--- src/rtl/bdm_cmd_sequencer.sv ---
// bdm_cmd_sequencer: expands one host BDC command into ordered bdm byte strobes
// (write/delay/read/start/stop) and returns a single response per command.
module bdm_cmd_sequencer #(
  parameter logic [7:0] ACCESS_DELAY   = 8'd2,
  parameter int         TIMEOUT_CYCLES = 65535
) (
  input  logic        clk,
  input  logic        rst_n,
  input  logic        cmd_valid,
  output logic        cmd_ready,
  input  logic [2:0]  cmd_op,
  input  logic [15:0] cmd_addr,
  input  logic [7:0]  cmd_wdata,
  output logic        rsp_valid,
  output logic [7:0]  rsp_data,
  output logic        rsp_timeout,
  output logic        busy,
  output logic        bdm_do_start_mcu,
  output logic        bdm_do_stop_mcu,
  output logic        bdm_do_read,
  output logic        bdm_do_write,
  output logic        bdm_do_delay,
  output logic [7:0]  bdm_wdata,
  input  logic [7:0]  bdm_rdata,
  input  logic        bdm_ready,
  input  logic        bdm_valid
);

  localparam int            CW   = $clog2(TIMEOUT_CYCLES);
  localparam logic [CW-1:0] WMAX = CW'(TIMEOUT_CYCLES - 1);

  typedef enum logic [1:0] {IDLE, ISSUE, WAIT, DRAIN} state_t;
  typedef enum logic [2:0] {K_WR, K_DLY, K_RD, K_START, K_STOP} kind_t;
  typedef struct packed {
    kind_t      kind;
    logic [7:0] data;
    logic       last;
  } step_t;

  // Step table: what to issue for step idx of op, and whether it is the final step.
  function automatic step_t decode(input logic [2:0] op, input logic [2:0] idx,
                                   input logic [15:0] addr, input logic [7:0] wd);
    step_t s;
    s.kind = K_WR;
    s.data = 8'h00;
    s.last = 1'b0;
    case (op)
      3'd0: begin s.kind = K_START; s.last = 1'b1; end
      3'd1: begin s.kind = K_STOP;  s.last = 1'b1; end
      3'd2: case (idx)
        3'd0:    s.data = 8'hE0;
        3'd1:    s.data = addr[15:8];
        3'd2:    s.data = addr[7:0];
        3'd3:    begin s.kind = K_DLY; s.data = ACCESS_DELAY; end
        default: begin s.kind = K_RD;  s.last = 1'b1; end
      endcase
      3'd3: case (idx)
        3'd0:    s.data = 8'hC0;
        3'd1:    s.data = addr[15:8];
        3'd2:    s.data = addr[7:0];
        3'd3:    s.data = wd;
        default: begin s.kind = K_DLY; s.data = ACCESS_DELAY; s.last = 1'b1; end
      endcase
      3'd4: if (idx == 3'd0) s.data = 8'h90;
            else begin s.kind = K_DLY; s.data = ACCESS_DELAY; s.last = 1'b1; end
      3'd5: begin s.data = 8'h08; s.last = 1'b1; end
      3'd6: if (idx == 3'd0) s.data = 8'hE4;
            else begin s.kind = K_RD; s.last = 1'b1; end
      default: if (idx == 3'd0) s.data = 8'hC4;
               else begin s.data = wd; s.last = 1'b1; end
    endcase
    return s;
  endfunction

  state_t        state_q, state_d;
  logic [2:0]    op_q, op_d, idx_q, idx_d;
  logic [15:0]   addr_q, addr_d;
  logic [7:0]    wd_q, wd_d, rd_q, rd_d;
  logic [CW-1:0] wcnt_q, wcnt_d;
  logic [4:0]    strb_q, strb_d;   // {stop, start, read, delay, write}
  logic [7:0]    bwd_q, bwd_d;
  logic          rspv_q, rspv_d, rspto_q, rspto_d;
  logic [7:0]    rspd_q, rspd_d;

  step_t cur, nxt;
  logic  issue;

  // Next-state, step sequencing and registered strobe/response computation.
  always_comb begin
    state_d = state_q;
    op_d    = op_q;
    idx_d   = idx_q;
    addr_d  = addr_q;
    wd_d    = wd_q;
    rd_d    = rd_q;
    wcnt_d  = wcnt_q;
    strb_d  = 5'b0;
    bwd_d   = 8'h00;
    rspv_d  = 1'b0;
    rspto_d = 1'b0;
    rspd_d  = 8'h00;
    issue   = 1'b0;
    cur     = decode(op_q, idx_q, addr_q, wd_q);
    nxt     = decode(op_q, idx_q + 3'd1, addr_q, wd_q);
    case (state_q)
      IDLE: if (cmd_valid) begin
        op_d    = cmd_op;
        addr_d  = cmd_addr;
        wd_d    = cmd_wdata;
        idx_d   = 3'd0;
        rd_d    = 8'h00;
        state_d = ISSUE;
        issue   = 1'b1;
        nxt     = decode(cmd_op, 3'd0, cmd_addr, cmd_wdata);
      end
      ISSUE: begin
        wcnt_d  = '0;
        state_d = WAIT;
      end
      WAIT: begin
        if (bdm_valid) rd_d = bdm_rdata;
        if (bdm_ready) begin
          if (cur.last) begin
            state_d = IDLE;
            rspv_d  = 1'b1;
            // Read byte arrives with ready on the last step, so take it straight from bdm.
            if (op_q == 3'd2 || op_q == 3'd6) rspd_d = bdm_valid ? bdm_rdata : rd_q;
          end else begin
            idx_d   = idx_q + 3'd1;
            state_d = ISSUE;
            issue   = 1'b1;
          end
        end else if (wcnt_q == WMAX) begin
          rspv_d  = 1'b1;
          rspto_d = 1'b1;
          state_d = DRAIN;
        end else begin
          wcnt_d = wcnt_q + 1'b1;
        end
      end
      default: if (bdm_ready) state_d = IDLE;
    endcase
    if (issue) begin
      case (nxt.kind)
        K_WR:    begin strb_d[0] = 1'b1; bwd_d = nxt.data; end
        K_DLY:   begin strb_d[1] = 1'b1; bwd_d = nxt.data; end
        K_RD:    strb_d[2] = 1'b1;
        K_START: strb_d[3] = 1'b1;
        default: strb_d[4] = 1'b1;
      endcase
    end
  end

  // State and output registers; reset abandons any command in flight.
  always_ff @(posedge clk or negedge rst_n) begin
    if (!rst_n) begin
      state_q <= IDLE;
      op_q    <= '0;
      idx_q   <= '0;
      addr_q  <= '0;
      wd_q    <= '0;
      rd_q    <= '0;
      wcnt_q  <= '0;
      strb_q  <= '0;
      bwd_q   <= '0;
      rspv_q  <= 1'b0;
      rspto_q <= 1'b0;
      rspd_q  <= '0;
    end else begin
      state_q <= state_d;
      op_q    <= op_d;
      idx_q   <= idx_d;
      addr_q  <= addr_d;
      wd_q    <= wd_d;
      rd_q    <= rd_d;
      wcnt_q  <= wcnt_d;
      strb_q  <= strb_d;
      bwd_q   <= bwd_d;
      rspv_q  <= rspv_d;
      rspto_q <= rspto_d;
      rspd_q  <= rspd_d;
    end
  end

  assign cmd_ready        = (state_q == IDLE);
  assign busy             = (state_q != IDLE);
  assign bdm_do_write     = strb_q[0];
  assign bdm_do_delay     = strb_q[1];
  assign bdm_do_read      = strb_q[2];
  assign bdm_do_start_mcu = strb_q[3];
  assign bdm_do_stop_mcu  = strb_q[4];
  assign bdm_wdata        = bwd_q;
  assign rsp_valid        = rspv_q;
  assign rsp_data         = rspd_q;
  assign rsp_timeout      = rspto_q;

endmodule

--- config.mk ---
export PLATFORM = sky130hd
export DESIGN_NAME = bdm_cmd_sequencer
export DESIGN_NICKNAME = d
export VERILOG_FILES = /design/src/rtl/bdm_cmd_sequencer.sv
export SDC_FILE = /design/constraint.sdc
export NUM_CORES = 1
export LEC_CHECK = 0
export CORE_ASPECT_RATIO = 0.6
export CORE_MARGIN = 3
export CORE_UTILIZATION = 53
export CTS_BUF_LIST = sky130_fd_sc_hd__clkbuf_8 sky130_fd_sc_hd__clkbuf_16
export DETAILED_ROUTE_END_ITERATION = 16
export PLACE_DENSITY_LB_ADDON = 0.05
export SYNTH_ARGS = -nofsm -noshare
export SYNTH_HDL_FRONTEND = slang
export SYNTH_SLANG_ARGS = --single-unit
export TNS_END_PERCENT = 20
--- constraint.sdc ---
create_clock -name clk -period 2.55 [get_ports clk]
set_input_delay 0.255 -clock clk [delete_from_list [all_inputs] [get_ports clk]]
set_output_delay 0.255 -clock clk [all_outputs]
set_load 0.01 [all_outputs]
==> impl_metrics.tcl <==
set metrics [dict create \
    grt_pass1_vias 3094 \
    grt_overflow 0 \
    cts_resized 0 \
    worst_path_most_repeated_cell "ha_1" \
    antenna_found_initial 0 \
    maxSlewHeadroom_pct 34.6 \
    dieHeight_um 72.6 \
    num_antenna_cells 0 \
    synth_seq_cells 79 \
    crit_arrival_ns 2.64 \
    wl_um 9430 \
    root_buffer "clkbuf_16" \
    swShare_pct 36.2 \
    dpl.cell_count 565 \
    drt_first_pass_iters 5 \
    grt_pass1_wl_um 15400 \
    crit_slowest_cell "or3_1" \
    layout_setup_ws_ns 0.145 \
    synth_warnings 0 \
    synth_top_area_cell "dfrtp_1" \
    ctsHtreeMaxLevel 3 \
    cts_tree "yes" \
    synth_cell_types 48 \
    numCtsBuffers 9 \
    critical-path-max-stage-delay_ns 0.49 \
    fin_crit_ns 2.41 \
    hold_buffers 0 \
    maxCapViolCount 0 \
    outcome "completed" \
    start_util_pct 56.7 \
    final_net_count 541 \
    postRouteAntennaNets 0 \
    finalSetupTns_ns 0 \
    die_w_um 117 \
    worstPathCellList "ha_1 > ha_1 > or3_1 > o2111ai_4 > a21bo_4 > a221oi_2" \
    p_switching_uw 1800 \
    synth_cells 427 \
    clk_latency_ns 0.34 \
    port_buffers 64 \
    via_count 3341 \
    leakagePower_uw 0.00222 \
    skew_ns 0.00554 \
    seqPwrFrac_pct 37.4 \
    ioPinCount 65 \
    post-cts-setup-buffer-count 0 \
    ys.flop_type "dfrtp_1" \
    syn_area_per_cell_um2 9.17 \
    place_congestion 0.943 \
    rsz0062_at_grt "no" \
    grt_use_total_pct 23.7 \
    rows 23 \
    drive_above_1_share_pct 6.68 \
    cts.sink_count 79 \
    cts_buffer_depth 2 \
    drc_errors 0 \
    intPower_uw 3180 \
    worstPathMaxFanout 8 \
    worstHoldPathType "in2async" \
    fin_crit_sh_pct 94.3 \
    p_clk_share_pct 27.7 \
    critPathCaptureType "flip-flop" \
    cts.reportedPaths.clkPinSlew_ns 0.06 \
    syn_nets 479 \
    ys_seq_area_share_pct 50.5 \
    final_cells 581 \
    initialDrtViolationCount 290 \
    fp.dieArea_mm2 0.00849 \
    crit_family "compound AO/OA/AOI/OAI gates" \
    cellPowerDensity_mw_per_mm2 1000 \
    critical_path_class "reg2reg" \
    dp_hpwl_um 6530 \
    placed_area_mm2 0.00463 \
    hold_viol 0 \
    netlist.area_leader.share_pct 50.5 \
    combPwrFrac_pct 34.9 \
    design_area_mm2 0.00495 \
    synthTopCellsByArea "dfrtp_1 50%, nand2_1 8.8%, ha_1 3.8%, nor2_1 3.5%, o21ai_0 3.5%" \
    wl_per_cell_um 16.2 \
    worst_ep_required_time_ns 2.78 \
    ir_drop_v 0.000448 \
    area_growth_pct 26.5 \
    async_reset_ff_share_pct 100 \
    synth_edf_count 0 \
    setup_viol 0 \
    critPathBufInv 0 \
    slew_violations 0 \
    dp_slack_ns 0.223 \
    syn-cell-area_mm2 0.00392 \
    start_kind "flip-flop" \
    vias_per_cell 5.75 \
    tightest_slew_ns 0.980 \
    max_freq_mhz 416 \
    coreArea_mm2 0.00691 \
    grt_max_degree 80 \
]
final timing paths:
check	from	cells after the start	slack (ns)	to
worst max-delay path	idx_q[0]$_DFFE_PN0P_	6	0.14	bdm_wdata[7]$_DFF_PN0_
worst min-delay path	rst_n	1	0.07	rsp_data[7]$_DFF_PN0_
worst max register to register	idx_q[0]$_DFFE_PN0P_	6	0.14	bdm_wdata[7]$_DFF_PN0_
worst min register to register	rd_q[2]$_DFFE_PN0P_	2	0.47	rd_q[2]$_DFFE_PN0P_
max in group asynchronous	rst_n	1	1.84	strb_q[4]$_DFF_PN0_
min in group clk	cmd_addr[4]	3	0.44	addr_q[4]$_DFFE_PN0P_
cell type report:
type / count / area [um^2]
repair buffers: 73 / 706
well taps: 87 / 109
clock buffers: 11 / 253
flip-flops and latches: 79 / 1980
inverters: 14 / 52.6
multi-input cells: 312 / 1780
fillers: 516 / 1950
clock inverters: 5 / 72.6
power by group through the flow:
stage | logic (uW) | clock network [uW] | registers, uW
2_1_floorplan | 1220 | 0 | 1750
3_3_place_gp | 1640 | 0 | 1850
3_5_place_dp | 1690 | 0 | 1870
4_1_cts | 1720 | 1400 | 1850
5_1_grt | 1940 | 1460 | 1890
6_report | 1740 | 1380 | 1860
synth_stat cells (3+ instances only):
| library cell | n |
|---|---|
| nand2_1 | 92 |
| dfrtp_1 | 79 |
| nor2_1 | 36 |
| o21ai_0 | 27 |
| a21oi_1 | 24 |
| clkbuf_1 | 15 |
| nor2b_1 | 14 |
| inv_1 | 13 |
| ha_1 | 12 |
| xnor2_1 | 12 |
| a22oi_1 | 9 |
| nand3_1 | 9 |
| nor3_1 | 8 |
| nand4_1 | 7 |
| nor4_1 | 6 |
| mux2i_1 | 5 |
| a211oi_1 | 4 |
| a31oi_1 | 4 |
| nand2b_1 | 4 |
| o21a_1 | 4 |
| and3_1 | 3 |
| buf_2 | 3 |
| o2111ai_1 | 3 |
| o22ai_1 | 3 |
logic make-up after synthesis:
kind of cell	share of synthesized area [%]
simple gates	22.3
compound gates	14.9
flops	50.5
buf+inv	3.93
xor+xnor	2.68
fa+ha+maj	3.83
mux	1.85
through the flow:
stage	hold slack (ns)	power [uW]	utilization, %
detailed placement	0.463	3560	67.0
CTS	0.114	4970	71.7
floorplan	-0.0406	2970	-
finish	0.0650	4980	71.7
global route	0.158	5300	71.7
global placement	0.455	3500	67.0
placed cells by master (no fill, tap or decap), types with 5 or more instances in the layout:
cell type        count
a21oi_1             24
a22oi_1              9
buf_4               10
clkbuf_16            9
clkdlybuf4s50_1     63
dfrtp_1             79
ha_1                12
inv_1               15
mux2i_1              5
nand2_1             92
nand3_1              9
nand4_1              7
nor2_1              36
nor2b_1             14
nor3_1               8
nor4_1               6
o21ai_0             27
xnor2_1             12
metal layers:
layer	track usage, %	vias to the layer above	wire, um	part of all wire, %
li1	-	1590	-	-
met4	3.82	0	60	0.64
met3	9.94	7	838	8.9
met5	0	-	0	0
met2	33.4	144	4010	43
met1	35.1	1600	4520	48
registers in the layout (all words and copies together) (netlist names):
register     count
state_q          2
wd_q             8
op_q             3
bdm_wdata        8
rd_q             8
addr_q          16
strb_q           5
rsp_data         8
wcnt_q          16
idx_q            3
rsp_timeout      1
rsp_valid        1
Note: power is estimated with default switching activity, not from simulation.
